## src/rtl/data_cache_miss_ctrl_pkg.sv

```systemverilog
// Shared definitions for the data-cache miss controller: FSM encoding,
// default geometry and address-slicing helpers.
package data_cache_miss_ctrl_pkg;

    localparam int ADDR_W         = 32;
    localparam int DATA_W         = 32;
    localparam int BYTE_OFF       = 2;
    localparam int LINE_WORDS_DEF = 8;
    localparam int TAG_W_DEF      = 20;
    localparam int IDX_W_DEF      = 7;

    typedef enum logic [2:0] {
        IDLE,
        LOOKUP,
        WB_REQ,
        WB_WAIT,
        RF_REQ,
        RF_DATA,
        TAG_UPD,
        RESP
    } state_e;

    // Word-offset width inside a line (OFF).
    function automatic int off_bits(input int line_words);
        return $clog2(line_words);
    endfunction

    localparam int OFF_DEF = off_bits(LINE_WORDS_DEF);

endpackage

```

## src/rtl/data_cache_miss_ctrl.sv

```systemverilog
// Data-cache miss controller: tag lookup, optional dirty writeback,
// line refill into the data RAM, tag/valid update and CPU response.
module data_cache_miss_ctrl
    import data_cache_miss_ctrl_pkg::*;
#(
    parameter int LINE_WORDS = LINE_WORDS_DEF,
    parameter int TAG_W      = TAG_W_DEF,
    parameter int IDX_W      = IDX_W_DEF
) (
    input  logic                            clk,
    input  logic                            rst,
    // CPU side
    input  logic                            req_valid,
    input  logic [ADDR_W-1:0]               req_addr,
    output logic                            req_ready,
    output logic                            resp_valid,
    // Tag/valid RAM
    output logic                            tagv_en,
    output logic                            tagv_wen,
    output logic [IDX_W-1:0]                tagv_index,
    output logic [TAG_W-1:0]                tagv_tag,
    output logic                            tagv_valid,
    input  logic                            lk_hit,
    input  logic                            lk_valid,
    input  logic                            lk_dirty,
    input  logic [TAG_W-1:0]                lk_tag,
    // Memory refill
    output logic                            rd_req,
    output logic [ADDR_W-1:0]               rd_addr,
    input  logic                            rd_gnt,
    input  logic                            ret_valid,
    input  logic                            ret_last,
    input  logic [DATA_W-1:0]               ret_data,
    // Writeback
    output logic                            wb_req,
    output logic [ADDR_W-1:0]               wb_addr,
    input  logic                            wb_gnt,
    input  logic                            wb_done,
    // Data RAM write
    output logic                            dram_wen,
    output logic [off_bits(LINE_WORDS)-1:0] dram_word,
    output logic [DATA_W-1:0]               dram_wdata
);

    localparam int OFF   = off_bits(LINE_WORDS);
    localparam int CNT_W = OFF;

    state_e             state_q, state_d;
    logic [TAG_W-1:0]   tag_q;
    logic [IDX_W-1:0]   idx_q;
    logic [TAG_W-1:0]   wb_tag_q;
    logic [CNT_W-1:0]   cnt_q;
    logic               accept;

    // Byte and word offsets of the request never leave this block.
    logic unused_addr_bits;
    assign unused_addr_bits = ^req_addr[OFF+BYTE_OFF-1:0];

    // NOTE: state is registered with non-blocking assignments so every flop
    // samples pre-edge values; blocking here would create order-dependent races.
    always_ff @(posedge clk or posedge rst) begin
        if (rst) begin
            state_q  <= IDLE;
            tag_q    <= '0;
            idx_q    <= '0;
            wb_tag_q <= '0;
            cnt_q    <= '0;
        end else begin
            state_q <= state_d;
            if (accept) begin
                tag_q <= req_addr[ADDR_W-1 -: TAG_W];
                idx_q <= req_addr[IDX_W+OFF+BYTE_OFF-1 : OFF+BYTE_OFF];
            end
            if (state_q == LOOKUP)
                wb_tag_q <= lk_tag;
            if (state_q == RF_REQ && rd_gnt)
                cnt_q <= '0;
            else if (state_q == RF_DATA && ret_valid)
                cnt_q <= (cnt_q == CNT_W'(LINE_WORDS - 1)) ? '0 : cnt_q + CNT_W'(1);
        end
    end

    // NOTE: every output and state_d gets a default before the case so no
    // path through the block leaves a value held, which would infer a latch.
    always_comb begin
        state_d    = state_q;
        accept     = 1'b0;
        req_ready  = 1'b0;
        resp_valid = 1'b0;
        tagv_en    = 1'b0;
        tagv_wen   = 1'b0;
        tagv_index = '0;
        tagv_tag   = '0;
        tagv_valid = 1'b0;
        rd_req     = 1'b0;
        rd_addr    = '0;
        wb_req     = 1'b0;
        wb_addr    = '0;
        dram_wen   = 1'b0;
        dram_word  = '0;
        dram_wdata = '0;

        unique case (state_q)
            IDLE: begin
                req_ready = 1'b1;
                // Reset holds IDLE; the lookup must not launch while it is asserted.
                if (req_valid && !rst) begin
                    accept     = 1'b1;
                    tagv_en    = 1'b1;
                    tagv_index = req_addr[IDX_W+OFF+BYTE_OFF-1 : OFF+BYTE_OFF];
                    state_d    = LOOKUP;
                end
            end
            LOOKUP: begin
                if (lk_hit)
                    state_d = RESP;
                else if (lk_valid && lk_dirty)
                    state_d = WB_REQ;
                else
                    state_d = RF_REQ;
            end
            WB_REQ: begin
                wb_req  = 1'b1;
                wb_addr = {wb_tag_q, idx_q, {(OFF+BYTE_OFF){1'b0}}};
                if (wb_gnt)
                    state_d = WB_WAIT;
            end
            WB_WAIT: begin
                if (wb_done)
                    state_d = RF_REQ;
            end
            RF_REQ: begin
                rd_req  = 1'b1;
                rd_addr = {tag_q, idx_q, {(OFF+BYTE_OFF){1'b0}}};
                if (rd_gnt)
                    state_d = RF_DATA;
            end
            RF_DATA: begin
                if (ret_valid) begin
                    dram_wen   = 1'b1;
                    dram_word  = cnt_q;
                    dram_wdata = ret_data;
                    if (ret_last)
                        state_d = TAG_UPD;
                end
            end
            TAG_UPD: begin
                tagv_en    = 1'b1;
                tagv_wen   = 1'b1;
                tagv_index = idx_q;
                tagv_tag   = tag_q;
                tagv_valid = 1'b1;
                state_d    = RESP;
            end
            RESP: begin
                resp_valid = 1'b1;
                state_d    = IDLE;
            end
            default: state_d = IDLE;
        endcase
    end

endmodule

```

## config.mk

```make
export PLATFORM = sky130hd
export DESIGN_NAME = data_cache_miss_ctrl
export DESIGN_NICKNAME = d
export VERILOG_FILES = /design/src/rtl/data_cache_miss_ctrl_pkg.sv /design/src/rtl/data_cache_miss_ctrl.sv
export SDC_FILE = /design/constraint.sdc
export NUM_CORES = 1
export LEC_CHECK = 0
export CORE_MARGIN = 2
export CORE_UTILIZATION = 32
export DETAILED_ROUTE_END_ITERATION = 8
export PLACE_DENSITY = 0.87
export SYNTH_ARGS = -nofsm -noshare
export SYNTH_HDL_FRONTEND = slang
export SYNTH_SLANG_ARGS = --single-unit
```

## constraint.sdc

```tcl
create_clock -name clk -period 9.5 [get_ports clk]
set_input_delay 2.85 -clock clk [delete_from_list [all_inputs] [get_ports clk]]
set_output_delay 2.85 -clock clk [all_outputs]
set_load 0.02 [all_outputs]
```

==> results.md, run 1 <==
* Outcome: finished clean
* Clk pin slew, worst setup/hold paths at 90 ps
* Full die area at 0.01090 mm2
* Final Max Tran Viols at 0
* Post-DRT Antenna Nets at 0
* Worst setup SP type: primary input
* Cts hold-fix bufs at 0
* Synth cell types at 34
* Number of clock sinks at 53
* Total GRT Usage at 16.52%
* First-pass GRT wire length at 14.72 mm
* Post-layout util at 55.84%
* Drt pass-1 iters at 4
* Buffers on Ports at 213
* Layout cell share with drive strength beyond 1 at 12.98%
* FF-to-FF End: cnt_q[2]
* Setup TNS at 0 ps
* Crit-path max FO at 39
* Worst Setup EP: dram_wdata[27]
* Fmax at 0.1263 GHz
* Ys async rst share at 100.0%
* Crit end category: output pin
* RSZ-0062 raised after global routing: false
* Post-DP Area at 0.005341 mm2
* Area fraction of the dominant cell type after synthesis at 41.13%
* Synth top cells by count: and2_1, dfrtp_1, mux2_2
* Met3 Resource Use GR at 5.827%
* Top-count cell post-synth: and2_1
* Remaining Overflow, GRT at 0
* Clock skew at 7.213 ps
* Post-synth top area cell: dfrtp_1
* Initial Utilization at 32.99%
* Final setup violation count at 0
* Final Hold Violating Endpoints at 0
* Maximum vdd drop at 0.1086 mV
* Post-Layout Inst Area at 0.005458 mm2
* Diode count at 0
* Synthesized area at 0.003224 mm2
* WHS at 504.0 ps
* Post-CTS Setup Bufs at 0
* Overall Power at 1.287 mW
* Gr busiest metal: met2
* H-Tree Level Count at 2
* CTS max path bufs at 2
* Core area at 0.009774 mm2
* Pwr dens at 235.8 mW/mm2
* Worst setup startpoint: ret_valid
* Initial antenna violation count at 0
* Worst setup path category: in -> out
* TritonCTS clock tree: done
* Worst EP required at 6650 ps
* Mean number of vias per cell at 4.497
* Max transition margin at 32.84%
* Routing usage on met1 at 17.71%
* Sequential-to-total area share from yosys stat at 41.13%
* Final GP Congestion at 0.7370
* Post-synth EDFFs at 0
* Chip width at 104.4 um
* Synth Flop Type: dfrtp_1
* Synth warn at 0
* Vias post-DR at 2815
* First DRT Iteration DRCs at 80
* GR Util met2 at 30.16%
* Avg Synthesized Cell Area at 11.08 um2
* Vias in the first global route at 2982
* Root cell of the clock tree: clkbuf_8
* Detailed Place HPWL at 7.196 mm
* Cell leakage power at 2.242 nW
* Final worst-path cycle share at 83.32%
* CTS resizes at 0
* Nets at 589
* Reg2Reg Setup Slack at 7470 ps
* R2R cell count at 3
* I/O Pins at 229
* Total CTS buffers at 5
* Number of max-cap violations at 0
* Minimum clock period after layout at 7916 ps
* Flop and latch count out of synthesis at 53
* Synth area leaders: dfrtp_1, and2_1, mux2_4
* Chip height at 104.4 um
* Crit path DAT at 5070 ps
* Layout area overhead at 69.27%
* Skew-Pair Late Insertion Delay at 300 ps
* R2r startpoint: state_q[2]
* Row count at 36
* Final WL at 9.202 mm
* DRC at 0
* Worst Max-Slew Pin Slew at 1007 ps
* Pin count of the biggest net entering global routing at 54
* Hold/Removal Path Class: reg -> reg
* Cells after synthesis at 291
* Post-DR wirelength/cell at 14.70 um
## registers in the layout (all words and copies together), names as in the netlist
name,flops
tag_q,20
wb_tag_q,20
idx_q,7
cnt_q,3
state_q,3
## worst max-delay path: stages
cell and delay (ps):
clkdlybuf4s50_1 470, and4b_1 870, and2_1 260, clkdlybuf4s50_1 620
## routing by layer
layer,vias up,part of all wire [%]
met3,18,8.6
met4,0,2.3
met2,144,51
met5,-,0
li1,1334,-
met1,1319,38
## placed cells by master, fill, tap and decap left out
cell	count
a221oi_1	1
nor3_4	1
and2_1	109
nor2_1	3
and3_4	1
clkdlybuf4s50_1	213
nor3_1	1
a211oi_1	3
nor2b_1	1
mux2_2	25
bufinv_16	1
or2_2	1
ha_1	2
clkbuf_1	1
and4b_1	1
inv_1	4
o211ai_1	2
a31oi_1	1
clkbuf_8	6
nor3b_2	1
nor3_2	2
mux2i_1	3
o21a_1	1
or3b_1	1
nand2_1	3
conb_1	10
mux2_4	20
a22o_1	8
nand2b_1	1
inv_2	1
buf_4	5
nor4_1	1
a21oi_1	4
dfrtp_1	53
mux2_1	2
## per-stage QoR
step                      std cells  setup slack [ps]
after detailed placement        618              1521
after global placement          618              1621
after global routing            626              1392
final                           626              1584
after CTS                       626              1520
after floorplan                 300              1795
## kinds of logic (layout without fill, tap and decap cells)
group / after synthesis / after routing / share of synthesized area (%)
AO/OA/AOI/OAI: 20 / 20 / 4.657
adder cells (fa/ha/maj): 2 / 2 / 0.7760
multiplexers: 50 / 50 / 19.67
other: 1 / 10 / 0.1163
AND/OR/NAND/NOR: 127 / 127 / 25.22
flip-flops: 53 / 53 / 41.13
buffers and inverters: 38 / 231 / 8.421
## power by group
part	total [mW]	internal, mW	switching (mW)
Combinational	0.708	0.390	0.319
Clock	0.156	0.0860	0.0701
Sequential	0.422	0.335	0.0878
Total	1.29	0.810	0.477
## worst min-delay path by stage
stage	startpoint	endpoint	slack, ps	depth (start not counted)
6_report	wb_tag_q[7]	wb_tag_q[7]	500	1
5_1_grt	wb_tag_q[14]	wb_tag_q[14]	520	1
4_1_cts	wb_tag_q[13]	wb_tag_q[13]	510	1
3_5_place_dp	wb_tag_q[8]	wb_tag_q[8]	490	1
3_3_place_gp	wb_tag_q[5]	wb_tag_q[5]	480	1
2_1_floorplan	wb_tag_q[0]	wb_tag_q[0]	470	1
## layout make-up
cell class / instances / area (um2)
Inverter: 5 / 18.77
Multi-Input combinational cell: 209 / 1660
Clock inverter: 1 / 30.03
Tap cell: 133 / 166.4
Sequential cell: 53 / 1326
Timing Repair Buffer: 218 / 2170
Fill cell: 844 / 4317
Clock buffer: 7 / 86.33
Note: power is estimated with default switching activity, not from simulation.
==> run 2, diff against run 1 <==
==> constraint.sdc (replaced) <==
create_clock -name clk -period 7.6 [get_ports clk]
set_input_delay 2.28 -clock clk [delete_from_list [all_inputs] [get_ports clk]]
set_output_delay 2.28 -clock clk [all_outputs]
set_load 0.02 [all_outputs]
==> results.md, run 2 (synthesis gave the netlist of run 1 again) <==
* CTS max path bufs at 2
* Row count at 36
* Post-CTS Setup Bufs at 0
* Outcome: finished clean
* Drt pass-1 iters at 4
* Buffers on Ports at 213
* Setup TNS at 0 ps
* First DRT Iteration DRCs at 160
* Vias post-DR at 2860
* Worst setup path category: in -> out
* H-Tree Level Count at 2
* Reg2Reg Setup Slack at 5410 ps
* Commonest non-fill, non-tap cell in the layout: clkdlybuf4s50_1
* Mean number of vias per cell at 4.561
* Pin count of the biggest net entering global routing at 54
* Hold_sp: wb_tag_q[7]
* Initial antenna violation count at 0
* Fillers at 856
* Final GP Congestion at 0.7308
* Hold depth at 1
* Initial Utilization at 32.99%
* Final worst-path cycle share at 88.43%
* Final Max Tran Viols at 0
* Vias in the first global route at 2916
* Nets at 591
* Flip-flop and latch area at 0.001326 mm2
* Fmax at 0.1488 GHz
* Crit path DAT at 4440 ps
* Regs by FF count: tag_q (20), wb_tag_q (20), idx_q (7)
* TritonCTS clock tree: done
* I/O Pins at 229
* Number of max-cap violations at 0
* RSZ-0062 raised after global routing: false
* FF-to-FF End: cnt_q[0]
* CTS resizes at 0
* Full die area at 0.01090 mm2
* Crit end category: output pin
* Chip width at 104.4 um
* Worst setup SP type: primary input
* Chip height at 104.4 um
* Maximum vdd drop at 0.1296 mV
* Layout area overhead at 69.34%
* Pwr dens at 293.7 mW/mm2
* Final Hold Violating Endpoints at 0
* Cell leakage power at 2.248 nW
* Diode count at 0
* Post-DRT Antenna Nets at 0
* Total GRT Usage at 16.12%
* Area of the multi-input gates at 0.001660 mm2
* Final WL at 9.341 mm
* Final setup violation count at 0
* Max transition margin at 39.02%
* First-pass GRT wire length at 14.43 mm
* Cts hold-fix bufs at 0
* Worst Max-Slew Pin Slew at 913.9 ps
* Total CTS buffers at 5
* Worst EP required at 5320 ps
* Post-DR wirelength/cell at 14.90 um
* Most frequent cells in the layout: clkdlybuf4s50_1, and2_1, dfrtp_1
* Minimum clock period after layout at 6721 ps
* Layout cell share with drive strength beyond 1 at 13.36%
* Remaining Overflow, GRT at 0
* R2R cell count at 4
* Root cell of the clock tree: clkbuf_8
* R2r startpoint: state_q[2]
* Core area at 0.009774 mm2
* Hold/Removal Path Class: reg -> reg
* Crit-path max FO at 37
* DRC at 0
* Clock skew at 4.821 ps
* Skew-Pair Late Insertion Delay at 300 ps
* WHS at 503.8 ps
* Clk pin slew, worst setup/hold paths at 90 ps
* Number of clock sinks at 53
* Detailed Place HPWL at 7.290 mm
* WHS Endpoint: wb_tag_q[7]
[run 2: cell types whose count changed in the layout (fill, tap and decap cells not counted), sizes merged]
cell and change:
clkinv +1, clkbuf -2, buf +2
[run 2: layout make-up]
class                           count  area share [%]
Clock buffer                        5           1.260
Clock inverter                      2          0.6416
Inverter                            5          0.3437
Multi-Input combinational cell    209           30.41
Sequential cell                    53           24.29
Tap cell                          133           3.048
Timing Repair Buffer              220           40.01
[run 2: worst max path at each step]
stage / slack, ps / cells after the start / start / endpoint
6_report: 880 / 4 / ret_valid / dram_wdata[24]
5_1_grt: 660 / 4 / ret_valid / dram_wdata[25]
4_1_cts: 840 / 4 / ret_valid / dram_wdata[24]
3_5_place_dp: 840 / 4 / ret_valid / dram_wdata[24]
3_3_place_gp: 950 / 4 / ret_valid / dram_wdata[24]
2_1_floorplan: 1030 / 5 / rst / tagv_index[0]
[run 2: worst max-delay path, cell delays in order]
cell,delay (ps)
clkdlybuf4s50_1,470
and4b_1,810
and2_1,270
clkdlybuf4s50_1,610
[run 2: report_power, final]
group / switching (mW) / internal [mW]
clock network: 0.0885 / 0.0959
registers: 0.111 / 0.418
logic: 0.401 / 0.489
[run 2: layer usage]
| metal | routed length, um | GRT usage (%) | vias up |
|---|---|---|---|
| met4 | 110 | 3.668 | 0 |
| met1 | 3502 | 16.71 | 1379 |
| met2 | 4896 | 30.77 | 136 |
| li1 | - | - | 1335 |
| met5 | 0 | 0 | - |
| met3 | 831 | 5.702 | 10 |
[run 2: stage by stage]
stage | utilization (%) | area [um2] | cells | setup slack (ps) | power [mW]
2_1_floorplan | - | 3258 | 300 | 1035 | 1.068
3_3_place_gp | 54.80 | 5356 | 620 | 952.9 | 1.396
3_5_place_dp | 54.80 | 5356 | 620 | 838.0 | 1.432
4_1_cts | 55.86 | 5460 | 627 | 837.9 | 1.623
5_1_grt | 55.86 | 5460 | 627 | 658.4 | 1.700
6_report | 55.86 | 5460 | 627 | 879.2 | 1.604
